$ cat src/rtl/apb_uart_host.sv
// apb_uart_host
// APB4 initiator for the UART register port. Commands arrive on a valid/ready
// port and are queued in a small FIFO. Each command becomes one APB
// setup+access transfer. The result comes back on a valid/ready response port.
// A watchdog ends any transfer whose pready never arrives.
//
// Ports
//   clk, rst_n                 clock (rising edge), asynchronous active-low reset
//   cmd_valid_i / cmd_ready_o  command handshake (ready = FIFO not full)
//   cmd_write_i, cmd_addr_i,
//   cmd_wdata_i, cmd_strb_i    command payload (1 = write, 0 = read)
//   rsp_valid_o / rsp_ready_i  response handshake
//   rsp_rdata_o                read data (0 for writes and timeouts)
//   rsp_slverr_o               pslverr sampled on completion
//   rsp_timeout_o              transfer ended by the watchdog
//   psel_o, penable_o, pwrite_o,
//   paddr_o, pwdata_o, pstrb_o APB request (all registered)
//   prdata_i, pready_i,
//   pslverr_i                  APB completion
//   busy_o                     FIFO non-empty or transfer/response in progress
module apb_uart_host #(
  parameter int ADDR_W     = 8,
  parameter int DATA_W     = 32,
  parameter int FIFO_DEPTH = 4,
  parameter int TIMEOUT    = 16
) (
  input  logic                clk,
  input  logic                rst_n,
  input  logic                cmd_valid_i,
  output logic                cmd_ready_o,
  input  logic                cmd_write_i,
  input  logic [ADDR_W-1:0]   cmd_addr_i,
  input  logic [DATA_W-1:0]   cmd_wdata_i,
  input  logic [DATA_W/8-1:0] cmd_strb_i,
  output logic                rsp_valid_o,
  input  logic                rsp_ready_i,
  output logic [DATA_W-1:0]   rsp_rdata_o,
  output logic                rsp_slverr_o,
  output logic                rsp_timeout_o,
  output logic                psel_o,
  output logic                penable_o,
  output logic                pwrite_o,
  output logic [ADDR_W-1:0]   paddr_o,
  output logic [DATA_W-1:0]   pwdata_o,
  output logic [DATA_W/8-1:0] pstrb_o,
  input  logic [DATA_W-1:0]   prdata_i,
  input  logic                pready_i,
  input  logic                pslverr_i,
  output logic                busy_o
);

  localparam int STRB_W = DATA_W / 8;
  localparam int PTR_W  = (FIFO_DEPTH > 1) ? $clog2(FIFO_DEPTH) : 1;
  localparam int CNT_W  = PTR_W + 1;
  localparam int WD_W   = $clog2(TIMEOUT) + 1;

  typedef enum logic [1:0] {
    IDLE,
    SETUP,
    ACCESS,
    RESP
  } state_e;

  typedef struct packed {
    logic              write;
    logic [ADDR_W-1:0] addr;
    logic [DATA_W-1:0] wdata;
    logic [STRB_W-1:0] strb;
  } cmd_t;

  // ---------------------------------------------------------------------------
  // Command FIFO
  // ---------------------------------------------------------------------------
  cmd_t             mem_q [FIFO_DEPTH];
  logic [PTR_W-1:0] wr_ptr_q, wr_ptr_d;
  logic [PTR_W-1:0] rd_ptr_q, rd_ptr_d;
  logic [CNT_W-1:0] count_q, count_d;
  logic             cmd_ready_q, cmd_ready_d;
  logic             push;
  logic             pop;
  cmd_t             head;
  cmd_t             cmd_in;

  assign push   = cmd_valid_i && cmd_ready_q;
  assign head   = mem_q[rd_ptr_q];
  assign cmd_in = '{write: cmd_write_i, addr: cmd_addr_i,
                    wdata: cmd_wdata_i, strb: cmd_strb_i};

  // NOTE: storage is not reset; count_q gates every read, so stale entries are
  // never observed and the array maps onto plain flops or RAM without a reset net.
  always_ff @(posedge clk) begin
    if (push) begin
      mem_q[wr_ptr_q] <= cmd_in;
    end
  end

  // ---------------------------------------------------------------------------
  // Transfer FSM and registered outputs
  // ---------------------------------------------------------------------------
  state_e            state_q, state_d;
  logic [WD_W-1:0]   wdog_q, wdog_d;
  logic              psel_q, psel_d;
  logic              penable_q, penable_d;
  logic              pwrite_q, pwrite_d;
  logic [ADDR_W-1:0] paddr_q, paddr_d;
  logic [DATA_W-1:0] pwdata_q, pwdata_d;
  logic [STRB_W-1:0] pstrb_q, pstrb_d;
  logic              rsp_valid_q, rsp_valid_d;
  logic [DATA_W-1:0] rsp_rdata_q, rsp_rdata_d;
  logic              rsp_slverr_q, rsp_slverr_d;
  logic              rsp_timeout_q, rsp_timeout_d;
  logic              busy_q, busy_d;
  logic              launch;
  logic              end_xfer;

  // NOTE: every variable gets its default before the case statement, so no
  // path through this block can leave one unassigned and infer a latch.
  always_comb begin
    state_d       = state_q;
    wdog_d        = wdog_q;
    psel_d        = psel_q;
    penable_d     = penable_q;
    pwrite_d      = pwrite_q;
    paddr_d       = paddr_q;
    pwdata_d      = pwdata_q;
    pstrb_d       = pstrb_q;
    rsp_valid_d   = rsp_valid_q;
    rsp_rdata_d   = rsp_rdata_q;
    rsp_slverr_d  = rsp_slverr_q;
    rsp_timeout_d = rsp_timeout_q;
    launch        = 1'b0;
    end_xfer      = 1'b0;
    pop           = 1'b0;

    case (state_q)
      IDLE: begin
        launch = (count_q != '0);
      end

      SETUP: begin
        penable_d = 1'b1;
        state_d   = ACCESS;
      end

      ACCESS: begin
        if (pready_i) begin
          rsp_rdata_d   = pwrite_q ? '0 : prdata_i;
          rsp_slverr_d  = pslverr_i;
          rsp_timeout_d = 1'b0;
          rsp_valid_d   = 1'b1;
          end_xfer      = 1'b1;
          state_d       = RESP;
        end else begin
          wdog_d = wdog_q + WD_W'(1);
          // This is the TIMEOUT-th ACCESS cycle without pready.
          if (wdog_q == WD_W'(TIMEOUT - 1)) begin
            rsp_rdata_d   = '0;
            rsp_slverr_d  = 1'b0;
            rsp_timeout_d = 1'b1;
            rsp_valid_d   = 1'b1;
            end_xfer      = 1'b1;
            state_d       = RESP;
          end
        end
      end

      RESP: begin
        if (rsp_ready_i) begin
          rsp_valid_d = 1'b0;
          state_d     = IDLE;
          // Chain straight into the next transfer, skipping IDLE.
          launch      = (count_q != '0);
        end
      end

      default: state_d = IDLE;
    endcase

    if (end_xfer) begin
      psel_d    = 1'b0;
      penable_d = 1'b0;
      pwrite_d  = 1'b0;
      paddr_d   = '0;
      pwdata_d  = '0;
      pstrb_d   = '0;
    end

    if (launch) begin
      pop       = 1'b1;
      psel_d    = 1'b1;
      penable_d = 1'b0;
      pwrite_d  = head.write;
      paddr_d   = head.addr;
      // Reads drive neither data nor strobes.
      pwdata_d  = head.write ? head.wdata : '0;
      pstrb_d   = head.write ? head.strb  : '0;
      wdog_d    = '0;
      state_d   = SETUP;
    end
  end

  always_comb begin
    wr_ptr_d    = push ? wr_ptr_q + PTR_W'(1) : wr_ptr_q;
    rd_ptr_d    = pop  ? rd_ptr_q + PTR_W'(1) : rd_ptr_q;
    count_d     = count_q + CNT_W'(push) - CNT_W'(pop);
    // Ready follows the registered fill level, so a full FIFO refuses a push
    // even in a cycle where the head is popped.
    cmd_ready_d = (count_d != CNT_W'(FIFO_DEPTH));
    busy_d      = (state_d != IDLE) || (count_d != '0);
  end

  // NOTE: all state uses non-blocking assignments so every register samples
  // the pre-edge value of every other register, independent of block order.
  always_ff @(posedge clk or negedge rst_n) begin
    if (!rst_n) begin
      state_q       <= IDLE;
      wdog_q        <= '0;
      wr_ptr_q      <= '0;
      rd_ptr_q      <= '0;
      count_q       <= '0;
      cmd_ready_q   <= 1'b1;
      psel_q        <= 1'b0;
      penable_q     <= 1'b0;
      pwrite_q      <= 1'b0;
      paddr_q       <= '0;
      pwdata_q      <= '0;
      pstrb_q       <= '0;
      rsp_valid_q   <= 1'b0;
      rsp_rdata_q   <= '0;
      rsp_slverr_q  <= 1'b0;
      rsp_timeout_q <= 1'b0;
      busy_q        <= 1'b0;
    end else begin
      state_q       <= state_d;
      wdog_q        <= wdog_d;
      wr_ptr_q      <= wr_ptr_d;
      rd_ptr_q      <= rd_ptr_d;
      count_q       <= count_d;
      cmd_ready_q   <= cmd_ready_d;
      psel_q        <= psel_d;
      penable_q     <= penable_d;
      pwrite_q      <= pwrite_d;
      paddr_q       <= paddr_d;
      pwdata_q      <= pwdata_d;
      pstrb_q       <= pstrb_d;
      rsp_valid_q   <= rsp_valid_d;
      rsp_rdata_q   <= rsp_rdata_d;
      rsp_slverr_q  <= rsp_slverr_d;
      rsp_timeout_q <= rsp_timeout_d;
      busy_q        <= busy_d;
    end
  end

  assign cmd_ready_o   = cmd_ready_q;
  assign psel_o        = psel_q;
  assign penable_o     = penable_q;
  assign pwrite_o      = pwrite_q;
  assign paddr_o       = paddr_q;
  assign pwdata_o      = pwdata_q;
  assign pstrb_o       = pstrb_q;
  assign rsp_valid_o   = rsp_valid_q;
  assign rsp_rdata_o   = rsp_rdata_q;
  assign rsp_slverr_o  = rsp_slverr_q;
  assign rsp_timeout_o = rsp_timeout_q;
  assign busy_o        = busy_q;

endmodule

$ cat config.mk
export PLATFORM = sky130hd
export DESIGN_NAME = apb_uart_host
export DESIGN_NICKNAME = d
export VERILOG_FILES = /design/src/rtl/apb_uart_host.sv
export SDC_FILE = /design/constraint.sdc
export NUM_CORES = 1
export LEC_CHECK = 0
export ABC_AREA = 0
export BUFFER_PORTS_ARGS = -buffer_cell sky130_fd_sc_hd__buf_2
export CORE_AREA = 5 5 139 141
export DETAILED_ROUTE_END_ITERATION = 8
export DIE_AREA = 0 0 144 146
export GPL_ROUTABILITY_DRIVEN = 0
export GPL_TIMING_DRIVEN = 0
export PLACE_DENSITY = 0.82
export SLEW_MARGIN = 20
export SYNTH_ARGS = -nofsm -noshare
export SYNTH_HDL_FRONTEND = slang
export SYNTH_SLANG_ARGS = --single-unit
$ cat constraint.sdc
create_clock -name clk -period 7.1 [get_ports clk]
set_input_delay 0.355 -clock clk [delete_from_list [all_inputs] [get_ports clk]]
set_output_delay 0.355 -clock clk [all_outputs]
set_load 0.01 [all_outputs]
==> results.cfg <==
[outcome]
outcome = complete, no violations

[worst_setup_path]
crit_fanout = 10
path_common_cell = ha_1
worstSetupStartpointType = flip-flop
crit_required_ps = 7490
worstPathArrival_ps = 3830
criticalPathCategory = reg -> reg
crit_buf_inv = 4
slowest_stage = or4b_1
crit_family = adder cells
cp-end-kind = flip-flop
cp_cell_sequence = inv_1 > ha_1 > nor3_2 > buf_2 > buf_2 > ha_1 > inv_1 > ha_1 > fa_1 > nor2_1 > or4b_1
crit_path_max_incr_delay_ps = 450

[yosys]
yosys_warnings = 0
ys.flop_type = edfxtp_1
synth_area_per_cell_um2 = 18.2
syn_inst = 575
async_flop_share = 0.353
yosys_register_bits = 278
synth_cell_type_count = 35
yosysSeqAreaShare = 0.750
synth-edff-count = 180
synth_area_um2 = 10500
syn-num-nets = 672

[routing]
vias_per_cell = 5.85
wl_per_cell_um = 21.8
drtIter0Drc = 443
first_pass_iters = 5
wirelength_um = 22300
drtAntennaViolNets = 0
drc_errors = 0
via_count = 5991

[power_and_ir_drop]
p_per_area_nw_per_um2 = 435
leakage_nw = 5.18
total_power_mw = 5.47
vdd.ir_drop.worst_uv = 283

[timing]
rsz0062_at_grt = false
slew_viol_final = 0
setup_viol_count_final = 0
fmax_ghz = 0.291
max_slew_margin = 0.509
post-route-min-period_ps = 3440
worst_slew_pin_slew_ps = 736
hold_viol = 0
final.setup.tns_ps = 0
finClkSkew_ps = 8.21
finalCritPeriodShare = 0.484

[final_layout]
layout_commonest_cell = buf_2
mostFrequentLayoutCells = buf_2 (181), edfxtp_1 (180), dfrtp_1 (97), nand2_1 (68), mux4_2 (45)
post-route-util = 0.704
area_growth_pct = 20.0
drive_gt1_frac = 0.356
fin_nets = 869

[clocking]
path_clk_slew_ps = 60
postCtsSetupRepairBufs = 0
cts_root_buf = clkbuf_16
numCtsBuffers = 27
cts_resized = 0
cts-htree-levels = 1
cts.sinks = 278
cts_tree = built
clock_latency_ps = 520
clockBufferDepth = 3

[global_route]
grt.total_usage = 0.214
grt_pass1_wl_um = 35100
grt_pass1_vias = 6430
grt_max_degree = 68
gr-total-overflow = 0
antenna_found_initial = 2

[floorplan]
rows = 49
die_width_um = 144
dieArea_um2 = 21000
io_pins = 167
core_area_um2 = 17800
initial_utilization = 0.587
die_y_um = 146

[run]
max_cap_viol_count = 0

[place]
hpwlAfterDp_um = 14100
io_buffers = 166

[min_path]
hp-class = in -> reg
## state kept, by name, indices dropped and copies added, names as in the netlist, 2 cells and up
register,count
wr_ptr_q,2
pstrb_o,4
mem_q,180
state_q,2
count_q,3
pwdata_o,32
rsp_rdata_o,32
wdog_q,5
rd_ptr_q,2
paddr_o,8
## worst paths after layout
check,endpoint,slack [ps],startpoint,cells after the start
max,busy_o,3660,state_q[0],11
min reg2reg,rsp_rdata_o[19],460,rsp_rdata_o[19],2
max reg2reg,busy_o,3660,state_q[0],11
max in group asynchronous,cmd_ready_o,6120,rst_n,3
min in group asynchronous,rsp_rdata_o[20],300,rst_n,2
min,mem_q[2][4],40,cmd_wdata_i[0],1
## cells by family after synthesis
logic type | after synthesis | share of synthesized area
AO/OA/AOI/OAI | 61 | 0.0530
XOR/XNOR | 8 | 0.00669
adder cells (fa/ha/maj) | 14 | 0.0174
buffers and inverters | 46 | 0.0220
flip-flops | 278 | 0.750
multiplexers | 47 | 0.0988
AND/OR/NAND/NOR | 121 | 0.0516
## worst reg2reg max path, delay by kind of cell, from the launching register on
family        cells  cell delay (ps)
buf+inv           4              870
simple gates      3              910
fa+ha+maj         4             1120
flops             1              400
## cell usage after synthesis, drive strengths merged (2+ instances only)
master / count / area, µm²
a22o: 9 / 78.8
and3: 5 / 31.3
buf: 25 / 151
nor2b: 3 / 18.8
nand2: 68 / 255
nand3: 32 / 160
edfxtp: 180 / 5410
clkbuf: 12 / 45.0
nor3: 2 / 15.0
a32o: 37 / 370
xnor2: 4 / 35.0
a211oi: 3 / 22.5
o21ai: 3 / 26.3
dfrtp: 97 / 2430
inv: 9 / 33.8
nor2: 8 / 37.5
xor2: 4 / 35.0
a21oi: 4 / 20.0
o21a: 3 / 22.5
ha: 13 / 163
mux4: 45 / 1010
## area by class of cell
class	instances	area (µm²)
tap	229	287
clock buffer	32	694
sequential	278	7860
multi-input combinational	251	2400
timing repair buffer	168	875
inverter	9	33.8
antenna	2	5.00
clock inverter	18	215
fill	1129	5270
buffer	37	196
## metal layers
metal / track usage / vias to the layer above / share of wire
met5: 0 / - / 0.00031
met4: 0.0537 / 2 / 0.020
met3: 0.0444 / 33 / 0.085
met2: 0.366 / 252 / 0.51
met1: 0.282 / 3066 / 0.38
li1: - / 2638 / -
## repair_timing
item | 4_1_cts | 5_1_grt
setup endpoints to repair | 0 | 0
hold endpoints to repair | 31 | 0
hold buffers | 1 | 0
## power breakdown
part	switching (mW)	internal [mW]	total [mW]	leakage [nW]
registers	0.161	2.14	2.31	2.92
logic	0.984	0.723	1.71	1.81
clock network	0.579	0.879	1.46	0.445
total	1.72	3.75	5.47	5.18
## through the flow
step           instances  hold slack [ps]  cell area, µm²  setup slack [ps]
2_1_floorplan        575             59.4           10500              4130
3_3_place_gp         970              444           11600              3760
3_5_place_dp         971              271           11600              3680
4_1_cts             1022             26.1           12600              3630
5_1_grt             1023             34.8           12600              3450
6_report            1024             44.9           12600              3660
(Power assumes the default switching activity.)
